[src/rtl/led_line_writer_pkg.sv]
// Shared constants and types for the ledpanel row writer and
// other sources that drive the ledpanel ctrl bus.
package led_line_writer_pkg;

  localparam int COLS_DEF = 32;
  localparam int ROWS_DEF = 32;
  localparam logic [3:0] WR_EN = 4'b0111;
  localparam int ADDR_SHIFT = 2;

  typedef enum logic [1:0] {
    S_IDLE,
    S_ISSUE,
    S_WAIT,
    S_DONE
  } state_t;

  typedef struct packed {
    logic [4:0]  num;
    logic [31:0] bits;
    logic [23:0] color;
  } line_t;

  // Column-major byte address: one 32-bit word per pixel.
  function automatic logic [15:0] pix_addr(
    input logic [15:0] col,
    input logic [15:0] row,
    input int          row_shift
  );
    logic [15:0] word;
    word = (col << row_shift) + row;
    return word << ADDR_SHIFT;
  endfunction

endpackage

[src/rtl/led_line_buf.sv]
// Two-slot line queue: active slot is drained by the writer,
// pending slot holds the next line.
module led_line_buf
  import led_line_writer_pkg::*;
(
  input  logic  clk,
  input  logic  reset,
  input  logic  in_valid,
  output logic  in_ready,
  input  line_t in_line,
  input  logic  pop,
  output logic  out_valid,
  output line_t out_line,
  output logic  pend_valid
);

  line_t act_q;
  line_t pend_q;
  logic  act_v;
  logic  pend_v;
  logic  push;

  assign in_ready   = !pend_v;
  assign push       = in_valid && in_ready;
  assign out_valid  = act_v;
  assign out_line   = act_q;
  assign pend_valid = pend_v;

  always_ff @(posedge clk or posedge reset) begin
    if (reset) begin
      act_v  <= 1'b0;
      pend_v <= 1'b0;
      act_q  <= '0;
      pend_q <= '0;
    end else if (pop) begin
      // push implies pending empty, so the new line goes straight to active
      act_v  <= pend_v || push;
      act_q  <= push ? in_line : pend_q;
      pend_v <= 1'b0;
    end else if (push) begin
      if (act_v) begin
        pend_q <= in_line;
        pend_v <= 1'b1;
      end else begin
        act_q <= in_line;
        act_v <= 1'b1;
      end
    end
  end

endmodule

[src/rtl/led_line_writer.sv]
// Expands queued row bitmaps into single-pixel writes on the
// ledpanel ctrl bus, one acknowledged write per column.
module led_line_writer
  import led_line_writer_pkg::*;
#(
  parameter int          COLS     = COLS_DEF,
  parameter int          ROWS     = ROWS_DEF,
  parameter logic [23:0] BG_COLOR = 24'h0
) (
  input  logic        clk,
  input  logic        reset,
  input  logic        line_valid,
  output logic        line_ready,
  input  logic [4:0]  line_num,
  input  logic [31:0] line_bits,
  input  logic [23:0] line_color,
  output logic [3:0]  ctrl_wr,
  output logic [15:0] ctrl_addr,
  output logic [31:0] ctrl_wdat,
  input  logic        ctrl_done,
  output logic        line_done,
  output logic        busy
);

  localparam int CW = $clog2(COLS);
  localparam int RS = $clog2(ROWS);
  localparam logic [CW-1:0] LAST_COL = CW'(COLS - 1);
  localparam logic [15:0]   ROW_MAX  = 16'(ROWS - 1);

  line_t   in_line;
  line_t   act;
  logic    act_v;
  logic    pend_v;
  logic    pop;

  state_t  state, state_n;
  logic [CW-1:0] col, col_n;
  logic [3:0]    wr_n;
  logic [15:0]   addr_n;
  logic [31:0]   wdat_n;
  logic [15:0]   num16;
  logic [15:0]   row;
  logic [15:0]   pix_a;
  logic [31:0]   pix_d;

  assign in_line = '{num: line_num, bits: line_bits, color: line_color};

  led_line_buf u_buf (
    .clk       (clk),
    .reset     (reset),
    .in_valid  (line_valid),
    .in_ready  (line_ready),
    .in_line   (in_line),
    .pop       (pop),
    .out_valid (act_v),
    .out_line  (act),
    .pend_valid(pend_v)
  );

  // Vertical flip; out-of-range rows clamp to the last panel row.
  assign num16 = {11'b0, act.num};
  assign row   = (num16 > ROW_MAX) ? 16'h0 : ROW_MAX - num16;
  assign pix_a = pix_addr(16'(col), row, RS);
  assign pix_d = act.bits[col] ? {8'h00, act.color}
                               : {8'h00, BG_COLOR};

  assign line_done = (state == S_DONE);
  assign busy      = (state != S_IDLE) || pend_v;

  always_ff @(posedge clk or posedge reset) begin
    if (reset) begin
      state     <= S_IDLE;
      col       <= '0;
      ctrl_wr   <= '0;
      ctrl_addr <= '0;
      ctrl_wdat <= '0;
    end else begin
      state     <= state_n;
      col       <= col_n;
      ctrl_wr   <= wr_n;
      ctrl_addr <= addr_n;
      ctrl_wdat <= wdat_n;
    end
  end

  always_comb begin
    state_n = state;
    col_n   = col;
    wr_n    = ctrl_wr;
    addr_n  = ctrl_addr;
    wdat_n  = ctrl_wdat;
    pop     = 1'b0;
    unique case (state)
      S_IDLE: begin
        if (act_v) state_n = S_ISSUE;
      end
      S_ISSUE: begin
        wr_n    = WR_EN;
        addr_n  = pix_a;
        wdat_n  = pix_d;
        state_n = S_WAIT;
      end
      S_WAIT: begin
        if (ctrl_done) begin
          wr_n = '0;
          if (col == LAST_COL) begin
            state_n = S_DONE;
          end else begin
            col_n   = col + 1'b1;
            state_n = S_ISSUE;
          end
        end
      end
      S_DONE: begin
        pop     = 1'b1;
        col_n   = '0;
        state_n = pend_v ? S_ISSUE : S_IDLE;
      end
      default: state_n = S_IDLE;
    endcase
  end

endmodule

[config.mk]
export PLATFORM = sky130hd
export DESIGN_NAME = led_line_writer
export DESIGN_NICKNAME = d
export VERILOG_FILES = /design/src/rtl/led_line_writer_pkg.sv /design/src/rtl/led_line_buf.sv /design/src/rtl/led_line_writer.sv
export SDC_FILE = /design/constraint.sdc
export NUM_CORES = 1
export LEC_CHECK = 0
export CORE_MARGIN = 4
export CORE_UTILIZATION = 45
export CTS_BUF_LIST = sky130_fd_sc_hd__clkbuf_8 sky130_fd_sc_hd__clkbuf_16
export DETAILED_ROUTE_END_ITERATION = 7
export GPL_TIMING_DRIVEN = 0
export PLACE_DENSITY = 0.66
export SETUP_SLACK_MARGIN = 0.2
export SLEW_MARGIN = 25
export SYNTH_ARGS = -nofsm -noshare
export SYNTH_HDL_FRONTEND = slang
export SYNTH_HIERARCHICAL = 1
export SYNTH_SLANG_ARGS = --single-unit
[constraint.sdc]
create_clock -name clk -period 6.6 [get_ports clk]
set_clock_uncertainty 0.15 [all_clocks]
set_input_delay 1.32 -clock clk [delete_from_list [all_inputs] [get_ports clk]]
set_output_delay 1.32 -clock clk [all_outputs]
set_load 0.1 [all_outputs]
# Word-level counts from Yosys, hierarchy flattened
# Cells that the tools add are included.
# totals
output_inout_bits	55
word_cells	67
reg_bits	181
inputBits	65
# op_classes
n_addsub	3
n_lt_le_gt_ge	2
eq_ne	8
bitwise_logic	1
reduce_logical	16
mux	24
# op_table
cell	n
$mux 61	4
$mux 24	1
$add 10x14->14	1
$mux 14	1
$mux 5	2
$pmux 5 s2	1
$reduce_bool 2->1	5
$mux 1	8
$pmux 2 s4	1
$pmux 4 s2	1
$reduce_and 2->1	4
$lt 5x6->1 const B	1
$mux 2	3
$ne 2x2->1 const B	3
$reduce_and 3->1	2
$sub 5x5->6 const A	1
$add 5x1->5 const B	1
$bmux 1 s5	1
$eq 5x5->1 const B	1
$gt 5x5->1 const B	1
$eq 2x2->1 const B	2
$mux 4	1
$eq 2x1->1 const B	1
$logic_not 2->1	1
5 further kinds	6

# Logic depth before layout (Yosys ltp)
# Gate-level depths: netlist (run 1).
# logic_depth
depth_word	4
mapped_depth	9
mapped_depth_nobuf	8

# Hierarchy
# Netlist (run 1), hierarchy kept.
# modules_own_cells
mod	seq_area_each_um2	area_per_inst_um2	instances	cells_each
led_line_buf	3103.0	5655.4	1	404
led_line_writer	1051.0	2122.0	1	186

# Least setup slack after synthesis (run 1)
# OpenSTA, ideal clock, no wires.
# synth_path
kind	reg2out
from	register state[0]
to	output line_done
slack_ps	3618
stages_incl_launch_ff	3
n_path_buf	1
arrival_ps	1512
required_ps	5130
cell_sequence	dfrtp_1 clkbuf_1 and2_1
# synth_via
elab_chain_len	1
# synth_rtl
element	line_no	rtl
start, declared	led_line_writer.sv:36	state_t state, state_n;
start signal, assigned	led_line_writer.sv:78	state <= state_n;
$eq 2x2->1	led_line_writer.sv:67	assign line_done = (state == S_DONE);
end, declared	led_line_writer.sv:21	output logic line_done,
# No other way between the ends.

# Final worst setup path (run 1)
# layout_path
from	register state[1]
to	output line_done
# Same word-level chain as after synthesis.

==> summary.txt, run 1 <==
Status: completed
Post-synthesis instance area: 0.007777 mm^2
Core area: 0.01676 mm^2
Die area: 0.01945 mm^2
CTS hold repair buffers: 0
Worst path required time: 5130 ps
WS Path Type: reg2out
Post-DP HPWL: 13.57 mm
Int Pwr: 3279 uW
Ys flop type: dfrtp_1
Final period utilization: 64.31%
Final #Nets: 796
Fin area: 0.009789 mm^2
Initial Util: 46.41%
DR vias: 5,486
Placer Congestion: 0.8008
FP Rows: 47
Max_slew headroom: 33.49%
Die Y: 139.5 um
Met2 GRT Util: 33.41%
Area Growth Syn to Fin: 25.87%
Die width: 139.5 um
CTS Sinks: 166
Worst Slack Setup Final: 2355 ps
Hold Fails Final Rpt: 0
DRC Markers: 0
Lkg Pwr: 0.004261 uW
Flop pwr share: 32.6%
I/O pins: 120
Number of port buffers: 104
Largest net degree at the start of global routing: 68
Placement-stage worst setup slack: 2795 ps
Antenna Violating Nets Remaining: 0
Post-Route WL: 19.22 mm
CTS tree: built
Worst-Skew Late Latency: 430 ps
CTS Buf Count: 17
Global-route wire length before repair: 31.95 mm
RSZ-0062 raised after global routing: false
Placed inst area: 0.009201 mm^2
Post-Synth XOR/XNOR Area: 0%
Total power: 5655 uW
Hold slack: 332.2 ps
GR Util All Layers: 20.53%
Antenna cells: 0
CTS Buffer Depth: 2
Simple logic cell fraction of the synthesized area: 9.266%
Vias in the first global route: 5,929
Clock power share: 17.7%
Seq/Total Area, Yosys: 53.41%
Share of layout cells above drive strength 1: 28.38%
Gate Count Post-Synth: 590
Setup TNS: 0 ps
Grt peak-use layer: met2
First drt pass iteration count: 5
Fraction of synthesized area in multiplexers: 12.29%
Mapped Avg Cell Area: 13.18 um^2
Adder-cell area share of the yosys netlist: 0.3218%
Clock transition at the registers of the reported paths: 60 ps
Global Route met3 Usage: 4.563%
Max-Cap Viols: 0
Met1 Usage GRT: 27.73%
Worst-path fanout max: 10
Sw Pwr: 2376 uW
Peak supply drop: 0.3747 mV
Net Sw Frac: 42.02%
Post-CTS sizing: 0
Via density: 5.715
# fillers: 1,390
Yosys warns: 6
Largest family of logic cells by synthesized area: compound AO/OA/AOI/OAI gates
Worst Tran Pin Value: 994.6 ps
Power density over the cells: 577.6 mW/mm^2
Fmax: 235.6 MHz
Yosys cell types: 49
Max-slew violations: 0
Setup Fix Bufs, Post-CTS: 0
CP Launch Type: flop
Initial drt markers: 236
Routed length per instance: 20.02 um
CTS H-Tree Depth: 4
Async SR Flop Fraction: 100.0%
Logic gate share of total power: 49.7%
Grt total ovfl: 0
Initial antenna violation count: 0
Root buffer cell: clkbuf_16
Yosys reg bits: 166
Worst Setup End Kind: primary output
Complex-gate fraction of the synthesized area: 18.13%
Final number of setup-violating endpoints: 0
Post-synth EDFFs: 0
Worst hold path class: reg2reg
Minimum clock period: 4245 ps
Arrival time worst endpoint: 2770 ps
synth_stat cells (2+ instances only):
cell	n	area share (%)
dfrtp_1	166	53
mux2_2	58	8.4
o221a_2	57	8.3
a211o_1	39	4.4
and3b_1	39	4.4
buf_4	25	2.4
clkbuf_1	23	1.1
mux2i_1	19	2.4
nand3b_1	19	1.8
nand2_1	16	0.77
a22o_1	14	1.6
buf_2	12	0.77
inv_1	12	0.58
a22o_2	11	1.4
o21ai_0	10	0.64
nor2_1	8	0.39
a21oi_1	5	0.32
o22ai_1	5	0.40
buf_6	4	0.58
buf_8	4	0.77
mux2_1	4	0.58
nand3_1	4	0.26
a221oi_1	3	0.34
mux4_2	3	0.87
nand2b_1	3	0.24
and2_1	2	0.16
ha_1	2	0.32
nor2b_1	2	0.16
metal layers:
metal | vias to the layer above | part of all wire [%] | routed length, um
li1 | 2510 | - | -
met1 | 2810 | 45 | 8674
met2 | 140 | 49 | 9379
met3 | 26 | 4.4 | 844
met4 | 0 | 1.7 | 320
met5 | - | 0 | 0
flip-flops by register name, indices dropped and copies added (netlist names):
signal and flops:
col 5, u_buf/out_line 61, state 2, ctrl_addr 10
u_buf/pend_valid 1, ctrl_wdat 24, u_buf/pend_q 61, ctrl_wr 1
u_buf/out_valid 1
per-stage QoR:
step | cells | utilization [%]
after floorplan | 604 | -
after CTS | 960 | 58.41
after detailed placement | 930 | 54.90
final | 960 | 58.41
after global routing | 960 | 58.41
after global placement | 928 | 54.57
path summary, 6_finish.rpt:
check,start,endpoint,slack (ps),cells after the start
min,u_buf/out_line[58]$_DFFE_PP0P_,ctrl_addr[4]$_DFFE_PP0P_,330,1
min reg2reg,u_buf/out_line[58]$_DFFE_PP0P_,ctrl_addr[4]$_DFFE_PP0P_,330,1
max,state[1]$_DFFE_PP0P_,line_done,2360,3
max reg2reg,state[0]$_DFFE_PP0P_,u_buf/pend_q[27]$_DFFE_PP0P_,4020,6
max in group asynchronous,reset,u_buf/pend_q[39]$_DFFE_PP0P_,4410,3
min in group asynchronous,reset,ctrl_wdat[8]$_DFFE_PP0P_,1190,2
power groups by stage:
stage	Combinational, uW	Sequential [uW]	Clock [uW]
floorplan	1540	2430	0
global placement	2750	1830	0
detailed placement	2820	1860	0
CTS	2830	1840	1020
global route	2980	1910	1070
finish	2810	1840	1000
worst max-delay path, cell delays in order (launching register included):
cell and delay (ps):
dfrtp_1 420, clkbuf_1 350, and2_1 370, clkdlybuf4s50_1 1200
layout make-up:
type,instances,area (um^2),share of cell area (%)
Inverter,12,52.55,0.5368
Sequential cell,166,4154,42.43
Tap cell,220,275.3,2.812
Clock buffer,19,452.9,4.627
Buffer,70,462.9,4.729
Timing Repair Buffer,106,1089,11.12
Clock inverter,11,135.1,1.380
Multi-Input combinational cell,356,3168,32.36
kinds of logic after synthesis:
| kind of cell | count (synthesis) |
|---|---|
| buffers and inverters | 82 |
| DFF | 166 |
| and+or+nand+nor | 104 |
| adders and majority gates | 2 |
| muxes | 84 |
| AOI/OAI and AO/OA | 151 |
| other | 1 |
layout by cell type (no fill, tap or decap), types with 3 or more instances in the layout:
cell | netlist | layout
clkdlybuf4s50_1 | 0 | 104
a221oi_1 | 3 | 3
buf_6 | 4 | 4
nand2b_1 | 3 | 3
and3b_1 | 39 | 39
o21ai_0 | 10 | 10
buf_4 | 25 | 25
buf_8 | 4 | 4
conb_1 | 1 | 15
a22o_2 | 11 | 11
o221a_2 | 57 | 57
nand2_1 | 16 | 16
nand3_1 | 4 | 4
mux2_2 | 58 | 58
a21oi_1 | 5 | 5
mux2i_1 | 19 | 19
clkbuf_16 | 0 | 17
nand3b_1 | 19 | 19
clkinvlp_4 | 0 | 3
a22o_1 | 14 | 14
buf_2 | 12 | 12
mux4_2 | 3 | 3
bufinv_16 | 0 | 3
a211o_1 | 39 | 39
clkinv_2 | 0 | 3
inv_1 | 12 | 12
mux2_1 | 4 | 4
nor2_1 | 8 | 8
clkbuf_1 | 23 | 23
dfrtp_1 | 166 | 166
o22ai_1 | 5 | 5
Power figures use the tool's default switching activity.
==> inputs of run 2 (changes only) <==
- PLACE_DENSITY: 0.66 -> 0.68
- clock period: 6.6 -> 3.41 ns (I/O delays scaled with it)
==> run 2 against run 1 <==
  * Global-route usage grew 0.24 points
  * Design area grew 1.4%
  * Flip-flop and latch count did not move
==> summary.txt, run 2 (synthesized netlist as in run 1, its figures left out) <==
Worst path required time: 2580 ps (was 5130 ps)
CTS Buf Count: 17 (unchanged)
Antenna Violating Nets Remaining: 0 (unchanged)
Net Sw Frac: 41.44% (was 42.02%)
Largest net degree at the start of global routing: 33 (was 68)
Post-Route WL: 20.14 mm (was 19.22 mm)
Arrival time worst endpoint: 2280 ps (was 2770 ps)
DRC Markers: 0 (unchanged)
Max_slew headroom: 31.96% (was 33.49%)
Grt total ovfl: 0 (unchanged)
Max-slew violations: 0 (unchanged)
Peak supply drop: 0.6319 mV (was 0.3747 mV)
Final period utilization: 91.18%
Global-route wire length before repair: 32.02 mm (was 31.95 mm)
CTS Sinks: 166 (unchanged)
RSZ-0062 raised after global routing: false (unchanged)
Total power: 11,290 uW (was 5655 uW)
Lkg Pwr: 0.004327 uW (was 0.004261 uW)
GR Util All Layers: 20.78% (was 20.53%)
Commonest non-fill, non-tap cell in the layout: dfrtp_1 (unchanged)
CTS Buffer Depth: 2 (unchanged)
I/O pins: 120 (unchanged)
CTS tree: built (unchanged)
Clock transition at the registers of the reported paths: 70 ps (was 60 ps)
Hold Fails Final Rpt: 0 (unchanged)
Antenna cells: 0 (unchanged)
Clock power share: 19.8% (was 17.7%)
Placed Cells: 933 (was 930)
Most frequent cells in the layout: dfrtp_1, clkdlybuf4s50_1, mux2_2 (unchanged)
Post-DP HPWL: 14.04 mm (was 13.57 mm)
Minimum clock period: 3109 ps
# fillers: 1,367 (was 1,390)
Via density: 5.805 (was 5.715)
Area Growth Syn to Fin: 27.62% (was 25.87%)
Number of port buffers: 104 (unchanged)
Initial Util: 46.41% (unchanged)
WS Path Type: reg2out (unchanged)
Power density over the cells: 1137 mW/mm^2 (was 577.6 mW/mm^2)
Cell chain of the critical path: clkbuf_1, or3_1, dlygate4sd2_1 (was clkbuf_1, and2_1, clkdlybuf4s50_1)
CTS hold repair buffers: 0 (unchanged)
WL met1: 8.548 mm (was 8.674 mm)
Top Metal Used: met4 (unchanged)
Die area: 0.01945 mm^2 (unchanged)
Sw Pwr: 4678 uW (was 2376 uW)
Worst Tran Pin Value: 1025 ps (was 994.6 ps)
Int Pwr: 6611 uW (was 3279 uW)
Status: completed (unchanged)
Worst path slowest cell: dlygate4sd2_1 (was clkdlybuf4s50_1)
Family with the most delay on the worst path: buffers and inverters (unchanged)
Final number of setup-violating endpoints: 0 (unchanged)
Placer Congestion: 0.8211 (was 0.8008)
DR vias: 5,596 (was 5,486)
FP Rows: 47 (unchanged)
Share of layout cells above drive strength 1: 29.03% (was 28.38%)
Core area: 0.01676 mm^2 (unchanged)
Worst hold path class: reg2reg (unchanged)
Die width: 139.5 um (unchanged)
First drt pass iteration count: 5 (unchanged)
Initial antenna violation count: 0 (unchanged)
CTS H-Tree Depth: 4 (unchanged)
CP Launch Type: flop (unchanged)
Routed wl met2: 10.22 mm (was 9.379 mm)
Root buffer cell: clkbuf_16 (unchanged)
Max-Cap Viols: 0 (unchanged)
Final #Nets: 799 (was 796)
Crit-path max cell delay: 900 ps (was 1200 ps)
Fin util: 59.22% (was 58.41%)
Routed length per instance: 20.89 um (was 20.02 um)
Die Y: 139.5 um (unchanged)
Worst-path fanout max: 10 (unchanged)
Finished Layout Cells: 964 (was 960)
Worst Setup End Kind: primary output (unchanged)
Setup Fix Bufs, Post-CTS: 0 (unchanged)
Flop pwr share: 31.8% (was 32.6%)
Wire length on met3: 1.101 mm (was 844 um)
Logic gate share of total power: 48.4% (was 49.7%)
CP Buf/Inv Count: 2 (unchanged)
Worst-Skew Late Latency: 430 ps (about the same)
Vias in the first global route: 5,963 (was 5,929)
Initial drt markers: 390 (was 236)
Fmax: 321.6 MHz
-- run 2: changes by cell type in the layout (fill, tap and decap cells not counted), moves of 2 or more --
cell,before,now
buf_12,2,6
bufinv_16,3,7
clkbuf_8,2,0
clkdlybuf4s50_1,104,101
clkinv_4,0,3
dlygate4sd2_1,0,2
-- run 2: power by group through the flow --
stage	clock network (uW)	registers (uW)	logic (uW)
2_1_floorplan	0	4700	2980
4_1_cts	2270	3580	5500
6_report	2230	3590	5470
3_3_place_gp	0	3550	5330
5_1_grt	2350	3690	5780
3_5_place_dp	0	3600	5480
-- run 2: metrics by stage --
step | setup WS, ps | TNS [ps] | area, um^2 | hold WS, ps
after floorplan | 708.7 | 0 | 7834 | 289.6
after global placement | -119.8 | -14020 | 9150 | 305.0
after detailed placement | 274.0 | 0 | 9250 | 315.3
after CTS | 105.6 | 0 | 9930 | 319.1
after global routing | 228.9 | 0 | 9926 | 340.5
final | 300.7 | 0 | 9926 | 313.3
-- run 2: per-layer routing --
metal	vias up	track usage, %
met4	0	5.973
li1	2518	-
met5	-	0
met1	2889	26.29
met3	23	4.803
met2	166	35.78
-- run 2: what timing repair did --
item	4_1_cts	5_1_grt
gates cloned	0	0
gates resized for setup	3	2
endpoints found under the setup margin	3	1
pin swaps	0	0
-- run 2: path summary, 6_finish.rpt --
| kind | from | endpoint | slack [ps] | cells past startpoint |
|---|---|---|---|---|
| max in group asynchronous | reset | u_buf/out_line[29]$_DFFE_PP0P_ | 1730 | 5 |
| setup reg to reg | state[0]$_DFFE_PP0P_ | u_buf/pend_q[23]$_DFFE_PP0P_ | 810 | 6 |
| hold reg to reg | u_buf/out_line[59]$_DFFE_PP0P_ | ctrl_addr[5]$_DFFE_PP0P_ | 310 | 1 |
| setup / recovery | state[0]$_DFFE_PP0P_ | busy | 300 | 3 |
| min in group asynchronous | reset | u_buf/out_line[7]$_DFFE_PP0P_ | 470 | 2 |
| hold / removal | u_buf/out_line[59]$_DFFE_PP0P_ | ctrl_addr[5]$_DFFE_PP0P_ | 310 | 1 |
-- run 2: final cells by class --
| type | count | area (um^2) | area share [%] |
|---|---|---|---|
| Sequential cell | 166 | 4154 | 41.85 |
| Tap cell | 220 | 275.3 | 2.773 |
| Clock buffer | 17 | 425.4 | 4.286 |
| Inverter | 12 | 48.80 | 0.4916 |
| Clock inverter | 14 | 257.7 | 2.597 |
| Buffer | 70 | 462.9 | 4.664 |
| Multi-Input combinational cell | 356 | 3168 | 31.92 |
| Timing Repair Buffer | 109 | 1134 | 11.42 |
